$ cat src/rtl/vga_pkg.sv
// rtl/vga_pkg.sv - VGA 640x480@60 timing constants, rgb24 pixel type and test-pattern colours
package vga_pkg;

  localparam int H_SYNC   = 96;
  localparam int H_BACK   = 48;
  localparam int H_ACTIVE = 640;
  localparam int H_FRONT  = 16;
  localparam int V_SYNC   = 2;
  localparam int V_BACK   = 33;
  localparam int V_ACTIVE = 480;
  localparam int V_FRONT  = 10;

  localparam int H_TOTAL     = H_SYNC + H_BACK + H_ACTIVE + H_FRONT;
  localparam int V_TOTAL     = V_SYNC + V_BACK + V_ACTIVE + V_FRONT;
  localparam int H_ACT_START = H_SYNC + H_BACK;
  localparam int H_ACT_END   = H_ACT_START + H_ACTIVE;
  localparam int V_ACT_START = V_SYNC + V_BACK;
  localparam int V_ACT_END   = V_ACT_START + V_ACTIVE;

  typedef struct packed {
    logic [7:0] r;
    logic [7:0] g;
    logic [7:0] b;
  } rgb24;

  localparam rgb24 C_WHITE   = 24'hffffff;
  localparam rgb24 C_YELLOW  = 24'hffff00;
  localparam rgb24 C_CYAN    = 24'h00ffff;
  localparam rgb24 C_GREEN   = 24'h00ff00;
  localparam rgb24 C_MAGENTA = 24'hff00ff;
  localparam rgb24 C_RED     = 24'hff0000;
  localparam rgb24 C_BLUE    = 24'h0000ff;
  localparam rgb24 C_BLACK   = 24'h000000;

  // Eight 80-pixel colour bars across the visible line.
  function automatic rgb24 bar_colour(input logic [9:0] x);
    if (x < 10'd80)       return C_WHITE;
    else if (x < 10'd160) return C_YELLOW;
    else if (x < 10'd240) return C_CYAN;
    else if (x < 10'd320) return C_GREEN;
    else if (x < 10'd400) return C_MAGENTA;
    else if (x < 10'd480) return C_RED;
    else if (x < 10'd560) return C_BLUE;
    else                  return C_BLACK;
  endfunction

endpackage

$ cat src/rtl/vga_timing_cnt.sv
// rtl/vga_timing_cnt.sv - h/v pixel counters with active-region, sync and address decode
module vga_timing_cnt #(
  parameter int H_SYNC   = vga_pkg::H_SYNC,
  parameter int H_BACK   = vga_pkg::H_BACK,
  parameter int H_ACTIVE = vga_pkg::H_ACTIVE,
  parameter int H_FRONT  = vga_pkg::H_FRONT,
  parameter int V_SYNC   = vga_pkg::V_SYNC,
  parameter int V_BACK   = vga_pkg::V_BACK,
  parameter int V_ACTIVE = vga_pkg::V_ACTIVE,
  parameter int V_FRONT  = vga_pkg::V_FRONT
) (
  input  logic       clkin,
  input  logic       rst,
  input  logic       pclk_en,
  output logic [9:0] h_addr,
  output logic [9:0] v_addr,
  output logic       rd_en,
  output logic       hsync_d,
  output logic       vsync_d,
  output logic       wrap
);

  localparam logic [9:0] H_LAST  = 10'(H_SYNC + H_BACK + H_ACTIVE + H_FRONT - 1);
  localparam logic [9:0] V_LAST  = 10'(V_SYNC + V_BACK + V_ACTIVE + V_FRONT - 1);
  localparam logic [9:0] H_ACT_S = 10'(H_SYNC + H_BACK);
  localparam logic [9:0] H_ACT_E = 10'(H_SYNC + H_BACK + H_ACTIVE);
  localparam logic [9:0] V_ACT_S = 10'(V_SYNC + V_BACK);
  localparam logic [9:0] V_ACT_E = 10'(V_SYNC + V_BACK + V_ACTIVE);
  localparam logic [9:0] H_SYNC_E = 10'(H_SYNC);
  localparam logic [9:0] V_SYNC_E = 10'(V_SYNC);

  logic [9:0] h_cnt, v_cnt;
  logic       h_end, v_end, h_act, v_act;

  assign h_end = (h_cnt == H_LAST);
  assign v_end = (v_cnt == V_LAST);

  always_ff @(posedge clkin or negedge rst) begin
    if (!rst) begin
      h_cnt <= '0;
      v_cnt <= '0;
    end else if (pclk_en) begin
      if (h_end) begin
        h_cnt <= '0;
        v_cnt <= v_end ? '0 : v_cnt + 10'd1;
      end else begin
        h_cnt <= h_cnt + 10'd1;
      end
    end
  end

  assign h_act = (h_cnt >= H_ACT_S) && (h_cnt < H_ACT_E);
  assign v_act = (v_cnt >= V_ACT_S) && (v_cnt < V_ACT_E);
  assign rd_en = h_act & v_act;

  // Subtraction only takes effect inside the active window, so it never underflows.
  assign h_addr  = rd_en ? h_cnt - H_ACT_S : '0;
  assign v_addr  = rd_en ? v_cnt - V_ACT_S : '0;
  assign hsync_d = ~(h_cnt < H_SYNC_E);
  assign vsync_d = ~(v_cnt < V_SYNC_E);
  assign wrap    = h_end & v_end;

endmodule

$ cat src/rtl/vga_ctrl.sv
// rtl/vga_ctrl.sv - VGA timing generator and registered pixel output stage
// Optional colour-bar generator with pattern_sel input: define VGA_TEST_PATTERN_EN.
module vga_ctrl #(
  parameter int H_SYNC   = vga_pkg::H_SYNC,
  parameter int H_BACK   = vga_pkg::H_BACK,
  parameter int H_ACTIVE = vga_pkg::H_ACTIVE,
  parameter int H_FRONT  = vga_pkg::H_FRONT,
  parameter int V_SYNC   = vga_pkg::V_SYNC,
  parameter int V_BACK   = vga_pkg::V_BACK,
  parameter int V_ACTIVE = vga_pkg::V_ACTIVE,
  parameter int V_FRONT  = vga_pkg::V_FRONT
) (
  input  logic        clkin,
  input  logic        rst,
  input  logic        pclk_en,
  input  logic [23:0] vga_data,
`ifdef VGA_TEST_PATTERN_EN
  input  logic        pattern_sel,
`endif
  output logic [9:0]  h_addr,
  output logic [9:0]  v_addr,
  output logic        rd_en,
  output logic        hsync,
  output logic        vsync,
  output logic        valid,
  output logic [7:0]  vga_r,
  output logic [7:0]  vga_g,
  output logic [7:0]  vga_b,
  output logic        frame_start
);

  import vga_pkg::*;

  logic hsync_d, vsync_d, wrap;
  rgb24 pix_nxt, pix;

  vga_timing_cnt #(
    .H_SYNC(H_SYNC), .H_BACK(H_BACK), .H_ACTIVE(H_ACTIVE), .H_FRONT(H_FRONT),
    .V_SYNC(V_SYNC), .V_BACK(V_BACK), .V_ACTIVE(V_ACTIVE), .V_FRONT(V_FRONT)
  ) u_cnt (
    .clkin(clkin), .rst(rst), .pclk_en(pclk_en),
    .h_addr(h_addr), .v_addr(v_addr), .rd_en(rd_en),
    .hsync_d(hsync_d), .vsync_d(vsync_d), .wrap(wrap)
  );

`ifdef VGA_TEST_PATTERN_EN
  always_comb begin
    pix_nxt = '0;
    if (rd_en) pix_nxt = pattern_sel ? bar_colour(h_addr) : rgb24'(vga_data);
  end
`else
  always_comb begin
    pix_nxt = '0;
    if (rd_en) pix_nxt = vga_data;
  end
`endif

  // Syncs and pixel share one register stage so they stay aligned.
  always_ff @(posedge clkin or negedge rst) begin
    if (!rst) begin
      hsync <= 1'b1;
      vsync <= 1'b1;
      valid <= 1'b0;
      pix   <= '0;
    end else if (pclk_en) begin
      hsync <= hsync_d;
      vsync <= vsync_d;
      valid <= rd_en;
      pix   <= pix_nxt;
    end
  end

  // Updates every clkin so the pulse lasts one clkin even at reduced pixel rate.
  always_ff @(posedge clkin or negedge rst) begin
    if (!rst) frame_start <= 1'b0;
    else      frame_start <= pclk_en & wrap;
  end

  assign vga_r = pix.r;
  assign vga_g = pix.g;
  assign vga_b = pix.b;

endmodule

$ cat config.mk
export PLATFORM = sky130hd
export DESIGN_NAME = vga_ctrl
export DESIGN_NICKNAME = d
export VERILOG_FILES = /design/src/rtl/vga_pkg.sv /design/src/rtl/vga_timing_cnt.sv /design/src/rtl/vga_ctrl.sv
export SDC_FILE = /design/constraint.sdc
export NUM_CORES = 1
export LEC_CHECK = 0
export CAP_MARGIN = 10
export CORE_ASPECT_RATIO = 0.75
export CORE_MARGIN = 3
export CORE_UTILIZATION = 25
export DETAILED_ROUTE_END_ITERATION = 10
export GPL_ROUTABILITY_DRIVEN = 0
export SLEW_MARGIN = 20
export SYNTH_ARGS = -nofsm -noshare
export SYNTH_HDL_FRONTEND = slang
export SYNTH_SLANG_ARGS = --single-unit
$ cat constraint.sdc
create_clock -name clkin -period 2.5 [get_ports clkin]
set_input_delay 0.375 -clock clkin [delete_from_list [all_inputs] [get_ports clkin]]
set_output_delay 0.375 -clock clkin [all_outputs]
set_load 0.01 [all_outputs]
== Word-level counts from Yosys, hierarchy flattened ==
Cells that the tools add are included.

* Bitwise logic cells: 5
* Equality and inequality tests: 2
* Reductions and logical operators: 3
* Magnitude comparators: 6
* Add/subtract/negate cells: 4
* Multiplexer cells: 5

{| class="wikitable"
|+ Operators by type and width
! cell !! number
|-
| $mux W10 || 4
|-
| $mux W24 || 1
|-
| $add A10 B1 Y10 const B || 2
|-
| $eq A10 B10 Y1 const B || 2
|-
| $lt A10 B10 Y1 const B || 2
|-
| $ge A10 B6 Y1 const B || 1
|-
| $ge A10 B8 Y1 const B || 1
|-
| $lt A10 B2 Y1 const B || 1
|-
| $lt A10 B7 Y1 const B || 1
|-
| $sub A10 B6 Y10 const B || 1
|-
| $sub A10 B8 Y10 const B || 1
|-
| $and A1 B1 Y1 || 3
|-
| $logic_and A1 B1 Y1 || 2
|-
| $not A1 Y1 || 2
|-
| $reduce_and A2 Y1 || 1
|}

* Output and inout port bits: 49
* Register bits after elaboration: 48

== Longest topological paths before layout ==
Gate-level depths: netlist (run 1).

* Depth after elaboration: 4
* Mapped depth: 9
* Depth with buffers taken out: 7

== Cells and area by module ==
A second synthesis (run 1) with hierarchy kept.

* Cells, all modules: 302
* Area total of the unflattened synthesis: 2,701.3 um^2

{| class="wikitable"
|+ Modules (own cells, without submodules)
! module !! area an instance (um^2) !! cells each !! instances
|-
| vga_timing_cnt || 1,569.0 || 189 || 1
|-
| vga_ctrl || 1,132.3 || 113 || 1
|}

== Least setup slack after synthesis (run 1) ==
No wires, ideal clock.

* Path type: reg2out
* From: register u_cnt.v_cnt[0]
* To: output h_addr[2]
* Cell stages (with the launch flop): 10
* Data required time: 2.125 ns
* Buffers on the path: 3
* Arrival time: 1.857 ns
* Setup slack: 0.268 ns
* Cells stage by stage: dfrtp_1 > ha_1 > buf_2 > nor4_1 > a21oi_1 > a2111o_1 > buf_6 > inv_4 > buf_6 > and2_1

* Cells in the longest elaborated chain, start to end: 4

{| class="wikitable"
|+ Ends and longest elaborated chain
! element !! line !! text
|-
| start: declaration || vga_timing_cnt.sv:32 || <nowiki>logic [9:0] h_cnt, v_cnt;</nowiki>
|-
| start signal: assignment || vga_timing_cnt.sv:45 || <nowiki>v_cnt <= v_end ? '0 : v_cnt + 10'd1;</nowiki>
|-
| $ge A10 B6 Y1 / $lt A10 B10 Y1 (equally long branches) || vga_timing_cnt.sv:53 || <nowiki>assign v_act = (v_cnt >= V_ACT_S) && (v_cnt < V_ACT_E);</nowiki>
|-
| $logic_and A1 B1 Y1 (*) || vga_timing_cnt.sv:53 ||
|-
| $and A1 B1 Y1 (*) || vga_timing_cnt.sv:54 || <nowiki>assign rd_en = h_act & v_act;</nowiki>
|-
| net rd_en || vga_ctrl.sv:22 || <nowiki>output logic rd_en,</nowiki>
|-
| $mux W10 (*) || vga_timing_cnt.sv:57 || <nowiki>assign h_addr = rd_en ? h_cnt - H_ACT_S : '0;</nowiki>
|-
| end: declaration || vga_ctrl.sv:20 || <nowiki>output logic [9:0] h_addr,</nowiki>
|}

The timed path passes the listed nets; every way through them passes the cells marked *.

== Final worst setup path (run 1) ==
* From: register u_cnt.v_cnt[0]
* To: output h_addr[2]

* Cells in the longest elaborated chain, start to end: 4

{| class="wikitable"
|+ Ends and longest elaborated chain
! element !! line
|-
| $ge A10 B6 Y1 / $lt A10 B10 Y1 (equally long branches) || vga_timing_cnt.sv:53
|-
| $logic_and A1 B1 Y1 (*) || vga_timing_cnt.sv:53
|-
| $and A1 B1 Y1 (*) || vga_timing_cnt.sv:54
|-
| $mux W10 (*) || vga_timing_cnt.sv:57
|}

Mark *: on every way between the ends. The rest lies on a longest branch, timed or not.

==> results of run 1 <==
-- sequential cells by signal (all words and copies together), names as in the netlist --
name / count
valid: 1
vga_b: 8
u_cnt.h_cnt: 10
vga_r: 8
vsync: 1
vga_g: 8
frame_start: 1
hsync: 1
u_cnt.v_cnt: 10
-- logic make-up after synthesis --
family / count (synthesis) / share of synthesized area (%)
compound gates: 55 / 16.0
flops: 48 / 44.6
fa+ha+maj: 7 / 3.24
xor+xnor: 17 / 5.51
simple gates: 110 / 23.0
mux: 3 / 1.34
buf+inv: 31 / 6.35
-- metal layers --
metal  up-vias  GRT usage (%)
met5         -              0
met4         0           2.95
met3         8           3.05
met2        73           20.8
met1      1161           18.2
li1       1173              -
-- final cells by class --
| type | count | area (sq um) |
|---|---|---|
| sequential | 48 | 1200 |
| multi-input combinational | 192 | 1440 |
| inverter | 9 | 36.3 |
| tap | 136 | 170 |
| fill | 1049 | 6320 |
| timing repair buffer | 125 | 1080 |
| clock inverter | 2 | 10.0 |
| clock buffer | 6 | 139 |
-- power by group through the flow --
stage / clock [mW] / sequential (mW) / combinational (mW)
finish: 0.692 / 0.911 / 0.905
global route: 0.758 / 0.921 / 0.993
CTS: 0.722 / 0.905 / 0.813
detailed placement: 0 / 0.912 / 0.833
global placement: 0 / 0.909 / 0.822
floorplan: 0 / 0.949 / 0.295
-- how the worst max path moves through the flow --
| stage | depth (start not counted) | slack [ps] | end | from |
|---|---|---|---|---|
| CTS | 9 | -140 | h_addr[0] | u_cnt.h_cnt[5] |
| global route | 9 | -190 | h_addr[6] | u_cnt.v_cnt[0] |
| global placement | 8 | -170 | h_addr[6] | u_cnt.h_cnt[5] |
| detailed placement | 8 | -280 | v_addr[2] | u_cnt.h_cnt[5] |
| finish | 9 | -100 | h_addr[2] | u_cnt.v_cnt[0] |
| floorplan | 9 | 270 | h_addr[2] | u_cnt.v_cnt[0] |
-- timing repair --
item                       in CTS  in global routing
setup endpoints to repair      21                 28
pin swaps                      13                  9
buffers inserted               10                  1
resized for setup             107                 21
-- stage by stage --
step	util, %	total power, mW	std cells
final	39.3	2.51	518
after global placement	36.3	1.73	500
after detailed placement	36.3	1.74	500
after global routing	39.3	2.67	518
after CTS	38.4	2.44	518
after floorplan	-	1.24	271
-- Yosys cell counts (2+ instances only) --
| cell | number |
|---|---|
| dfrtp_1 | 46 |
| nor2b_1 | 26 |
| nor2_1 | 25 |
| a31o_1 | 24 |
| xnor2_1 | 14 |
| nand2_1 | 11 |
| clkbuf_1 | 10 |
| nand3_1 | 10 |
| a21oi_1 | 8 |
| inv_1 | 8 |
| ha_1 | 7 |
| and2_1 | 6 |
| buf_2 | 6 |
| buf_6 | 6 |
| nand4_1 | 6 |
| nor3_1 | 5 |
| and3_1 | 4 |
| o21ai_0 | 4 |
| nand2b_1 | 3 |
| nor4_1 | 3 |
| or3_1 | 3 |
| xor2_1 | 3 |
| a2111o_1 | 2 |
| a21o_1 | 2 |
| a22o_1 | 2 |
| and4_1 | 2 |
| dfstp_2 | 2 |
| nor4_4 | 2 |
| o21a_1 | 2 |
| o31a_1 | 2 |
| or2_2 | 2 |
-- cell usage in the layout (no fill, tap or decap), drive strengths merged, types with 2 or more instances in the layout --
cell / netlist / layout
xnor2: 14 / 14
nor2b: 26 / 26
nand2: 11 / 11
nand2b: 3 / 3
or2: 2 / 2
a31o: 25 / 25
nor4: 5 / 5
dfrtp: 46 / 46
o21ai: 4 / 4
and2: 6 / 6
nor2: 25 / 25
xor2: 3 / 3
clkinv: 0 / 2
clkdlybuf4s50: 0 / 52
buf: 12 / 73
ha: 7 / 7
dfstp: 2 / 2
nor3: 6 / 6
and4: 2 / 2
a21o: 2 / 2
a22o: 2 / 2
nand3: 10 / 10
nand4: 6 / 6
o31a: 2 / 2
a21oi: 8 / 8
o21a: 2 / 2
clkbuf: 10 / 6
inv: 9 / 9
or3: 3 / 3
and3: 4 / 4
a2111o: 2 / 2
mux2: 2 / 2
==> out/results.tsv, run 1 <==
metric	value	unit
EDFF count, synth	0	
Initial Utilization	25.9	%
# rows	32	
clock tree buffer depth	2	
Final #Nets	415	
crit-path most repeated cell	buf_6	
setup slack after layout	-97.6	ps
buffer and inverter count on the worst path	4	
share of cells above drive strength 1	29.1	%
final setup vio count	16	
grt ovf	0	
Psw	753	uW
Layout area overhead	51.3	%
family with the most delay on the worst path	compound AO/OA/AOI/OAI gates	
failing checks	negative hold slack, negative setup slack	
initial DRC count	117	
GRT Total Usage	13.0	%
R2R Path Start	u_cnt.v_cnt[0]	
PD cells	614	nW/um^2
synthesized area per cell	9.96	sq um
top area cells in the synthesized netlist	dfrtp_1 43%, a31o_1 7.8%, nor2b_1 6.0%	
Async S/R FF share, synth	100	%
Cell Area, Placed	3780	sq um
Leak	1.79	nW
worst reg2reg endpoint	valid	
DR WL met3	369	microns
RSZ-0062 raised after global routing	true	
Synth Instances	271	
Num Clock Sinks	48	
dpl hpwl	5.44	mm
Slew @ Worst Pin	561	ps
crit path DAT	2220	ps
Total Routed Length	7.66	mm
slowest CP cell	dfrtp_1	
fmax	385	MHz
Yosys cell types	46	
CTS tree	built	
Synth Register Bits	48	
initial antenna violation count	0	
required time worst endpoint	2120	ps
Seq/Total Area, Yosys	44.6	%
worst hold slack	-2.67	ps
CTS H-Tree Depth	2	
Primary FF master, synth	dfrtp_1	
endpoints failing hold	7	
DIE AREA	12100	sq um
drt first pass iters	4	
Clk pin slew, worst setup/hold paths	60	ps
cell area after layout	4090	sq um
M1 wire length	3.77	mm
clock share of power	27.6	%
worst setup path category	reg2out	
relative slew slack	62.6	%
top cell type's share of synthesized area	42.6	%
core area	10400	sq um
Fin Clk Skew	5.49	ps
Internal	1.76	mW
min cycle time layout	2600	ps
IO Count	76	
DR WL/cell	14.8	microns
CTS hold repair buffers	0	
largest net degree at the start of global routing	60	
vias	2415	
r2r setup slk	130	ps
Post-Syn Nets	305	
Die Ht	96	microns
Worst Path Max Fanout	5	
Flop pwr share	36.3	%
Final Max Tran Viols	0	
post-route ant nets	0	
Synth area leader	dfrtp_1	
pre-CTS setup slack	-284	ps
Startpoint Class	register	
Synth Warn #	0	
first-pass GRT wire length	12.5	mm
Top Layer Used	met4	
worst vdd ir	445	uV
Vias/cell	4.66	
antenna cells	0	
status	complete, but fails checks	
Comb power frac	36.1	%
Cell Chain, Critical Path	ha_4 -> buf_6 -> o41a_1 -> nor3_2 -> a2111o_1 -> inv_4 -> buf_6 -> and2_4 -> buf_6	
Worst-Skew Late Latency	290	ps
drt drc	0	
CTS root buf	clkbuf_16	
R2R depth	10	
Sw Share	30.0	%
Hold Crit Class	in2async	
number of buffers created by CTS	5	
port bufs	75	
Final period util	104	%
delay of the slowest critical-path stage	420	ps
setup tns final	-707	ps
vias in the first global route	2413	
Max Cap Violations	0	
CP Capture Type	output pin	
metal2 WL	3.45	mm
Die X	126	microns
Post-Syn Area	2700	sq um
Power figures use the tool's default switching activity.
==> run 2, diff against run 1 <==
--- a/config.mk
+++ b/config.mk
@@ -9,6 +9,7 @@
 export CORE_ASPECT_RATIO = 0.75
 export CORE_MARGIN = 3
 export CORE_UTILIZATION = 25
+export CTS_CLUSTER_SIZE = 14
 export DETAILED_ROUTE_END_ITERATION = 10
 export GPL_ROUTABILITY_DRIVEN = 0
 export SLEW_MARGIN = 20
==> constraint.sdc (replaced) <==
create_clock -name clkin -period 2.1 [get_ports clkin]
set_input_delay 0.315 -clock clkin [delete_from_list [all_inputs] [get_ports clkin]]
set_output_delay 0.315 -clock clkin [all_outputs]
set_load 0.01 [all_outputs]
==> out/results.tsv, run 2 (synthesis results as in run 1) <==
metric	value	unit
status	complete, but fails checks	
failing checks	negative setup slack	
Die Ht	96	microns
fmax	395	MHz
commonest non-fill, non-tap cell in the layout	buf_4	
PD cells	729	nW/um^2
CTS tree	built	
initial antenna violation count	0	
endpoints failing hold	0	
number of buffers created by CTS	5	
dpl hpwl	5.46	mm
initial DRC count	81	
DIE AREA	12100	sq um
Initial Utilization	25.9	%
Slew @ Worst Pin	605	ps
buffer and inverter count on the worst path	6	
drt first pass iters	4	
Vias/cell	4.68	
Cell Chain, Critical Path	inv_2 -> buf_6 -> ha_4 -> buf_4 -> a21oi_2 -> a2111o_1 -> buf_6 -> buf_8 -> nor2_4 -> buf_6	
total power	3.18	mW
Clk pin slew, worst setup/hold paths	70	ps
drt drc	0	
Final period util	121	%
pre-CTS setup slack	-499	ps
delay of the slowest critical-path stage	510	ps
largest net degree at the start of global routing	60	
first-pass GRT wire length	12.7	mm
post-route ant nets	0	
final setup vio count	31	
share of cells above drive strength 1	33.8	%
Fin Clk Skew	8.15	ps
Startpoint Class	register	
DR WL/cell	14.8	microns
worst hold slack	27.8	ps
antenna cells	0	
setup slack after layout	-434	ps
worst vdd ir	595	uV
clock tree buffer depth	2	
Worst-Skew Late Latency	290	ps
Final Max Tran Viols	0	
port bufs	75	
Max Cap Violations	0	
min cycle time layout	2530	ps
required time worst endpoint	1780	ps
family with the most delay on the worst path	buffers and inverters	
Leak	1.93	nW
most frequent cells in the layout	54 x buf_4, 52 x clkdlybuf4s50_1, 46 x dfrtp_1	
slowest CP cell	a2111o_1	
CTS H-Tree Depth	2	
Final #Nets	433	
r2r setup slk	-80	ps
crit-path most repeated cell	buf_6	
CP Capture Type	output pin	
relative slew slack	59.7	%
# rows	32	
biggest registers after layout	u_cnt.h_cnt (10), u_cnt.v_cnt (10)	
RSZ-0062 raised after global routing	true	
Total Routed Length	7.95	mm
CTS root buf	clkbuf_16	
Die X	126	microns
GRT Total Usage	12.9	%
Layout area overhead	61.7	%
Worst Path Max Fanout	5	
Num Clock Sinks	48	
core area	10400	sq um
crit path DAT	2220	ps
grt ovf	0	
worst setup path category	reg2out	
vias in the first global route	2470	
Hold Crit Class	in2async	
vias	2506	
IO Count	76	
==> run 2: layer usage <==
metal	track usage, %	wire [microns]	up-vias
li1	-	-	1205
met1	17.9	3910	1238
met2	20.8	3680	56
met3	2.94	307	7
met4	3.04	55	0
met5	0	0	-
==> run 2: area by class of cell <==
| class | instances | area, sq um |
|---|---|---|
| Inverter | 9 | 36.3 |
| Clock buffer | 8 | 146 |
| Multi-Input combinational cell | 192 | 1510 |
| Sequential cell | 48 | 1200 |
| Timing Repair Buffer | 143 | 1310 |
| Fill cell | 1009 | 6040 |
| Tap cell | 136 | 170 |
==> run 2: worst register-to-register path: cells and delay by family (launching register included) <==
family	cells	cell delay (ps)
buffers and inverters	4	450
muxes	1	250
AOI/OAI and AO/OA	2	630
DFF	1	410
adders and majority gates	1	190
and+or+nand+nor	1	130
==> run 2: repair_timing <==
action,in CTS,in global routing
setup buffers,10,7
hold buffers,0,0
setup endpoints to repair,30,46
gates cloned,2,0
pin swaps,30,13
gates resized for setup,108,47
==> run 2: path summary, 6_finish.rpt <==
path                                startpoint        endpoint  cells after the start
worst max-delay path            u_cnt.h_cnt[5]       h_addr[1]                     10
worst min-delay path                       rst  u_cnt.v_cnt[5]                      1
worst max register to register  u_cnt.v_cnt[1]           valid                      9
worst min register to register           hsync           hsync                      2
max in group asynchronous                  rst           vsync                      2
min in group clkin                       hsync           hsync                      2
==> run 2: metrics by stage <==
step / setup TNS (ps) / util [%] / cell area, sq um / std cells
detailed placement: -9690 / 37.4 / 3890 / 512
CTS: -9360 / 39.8 / 4150 / 532
global placement: -8990 / 37.4 / 3890 / 512
global route: -11960 / 41.9 / 4370 / 536
finish: -8020 / 41.9 / 4370 / 536
floorplan: -60.7 / - / 2710 / 271
==> run 2: power breakdown <==
part | leakage (nW) | switching, mW | internal, mW
combinational | 1.27 | 0.526 | 0.751
clock | 0.0712 | 0.341 | 0.476
sequential | 0.591 | 0.0737 | 1.02
total | 1.93 | 0.940 | 2.24
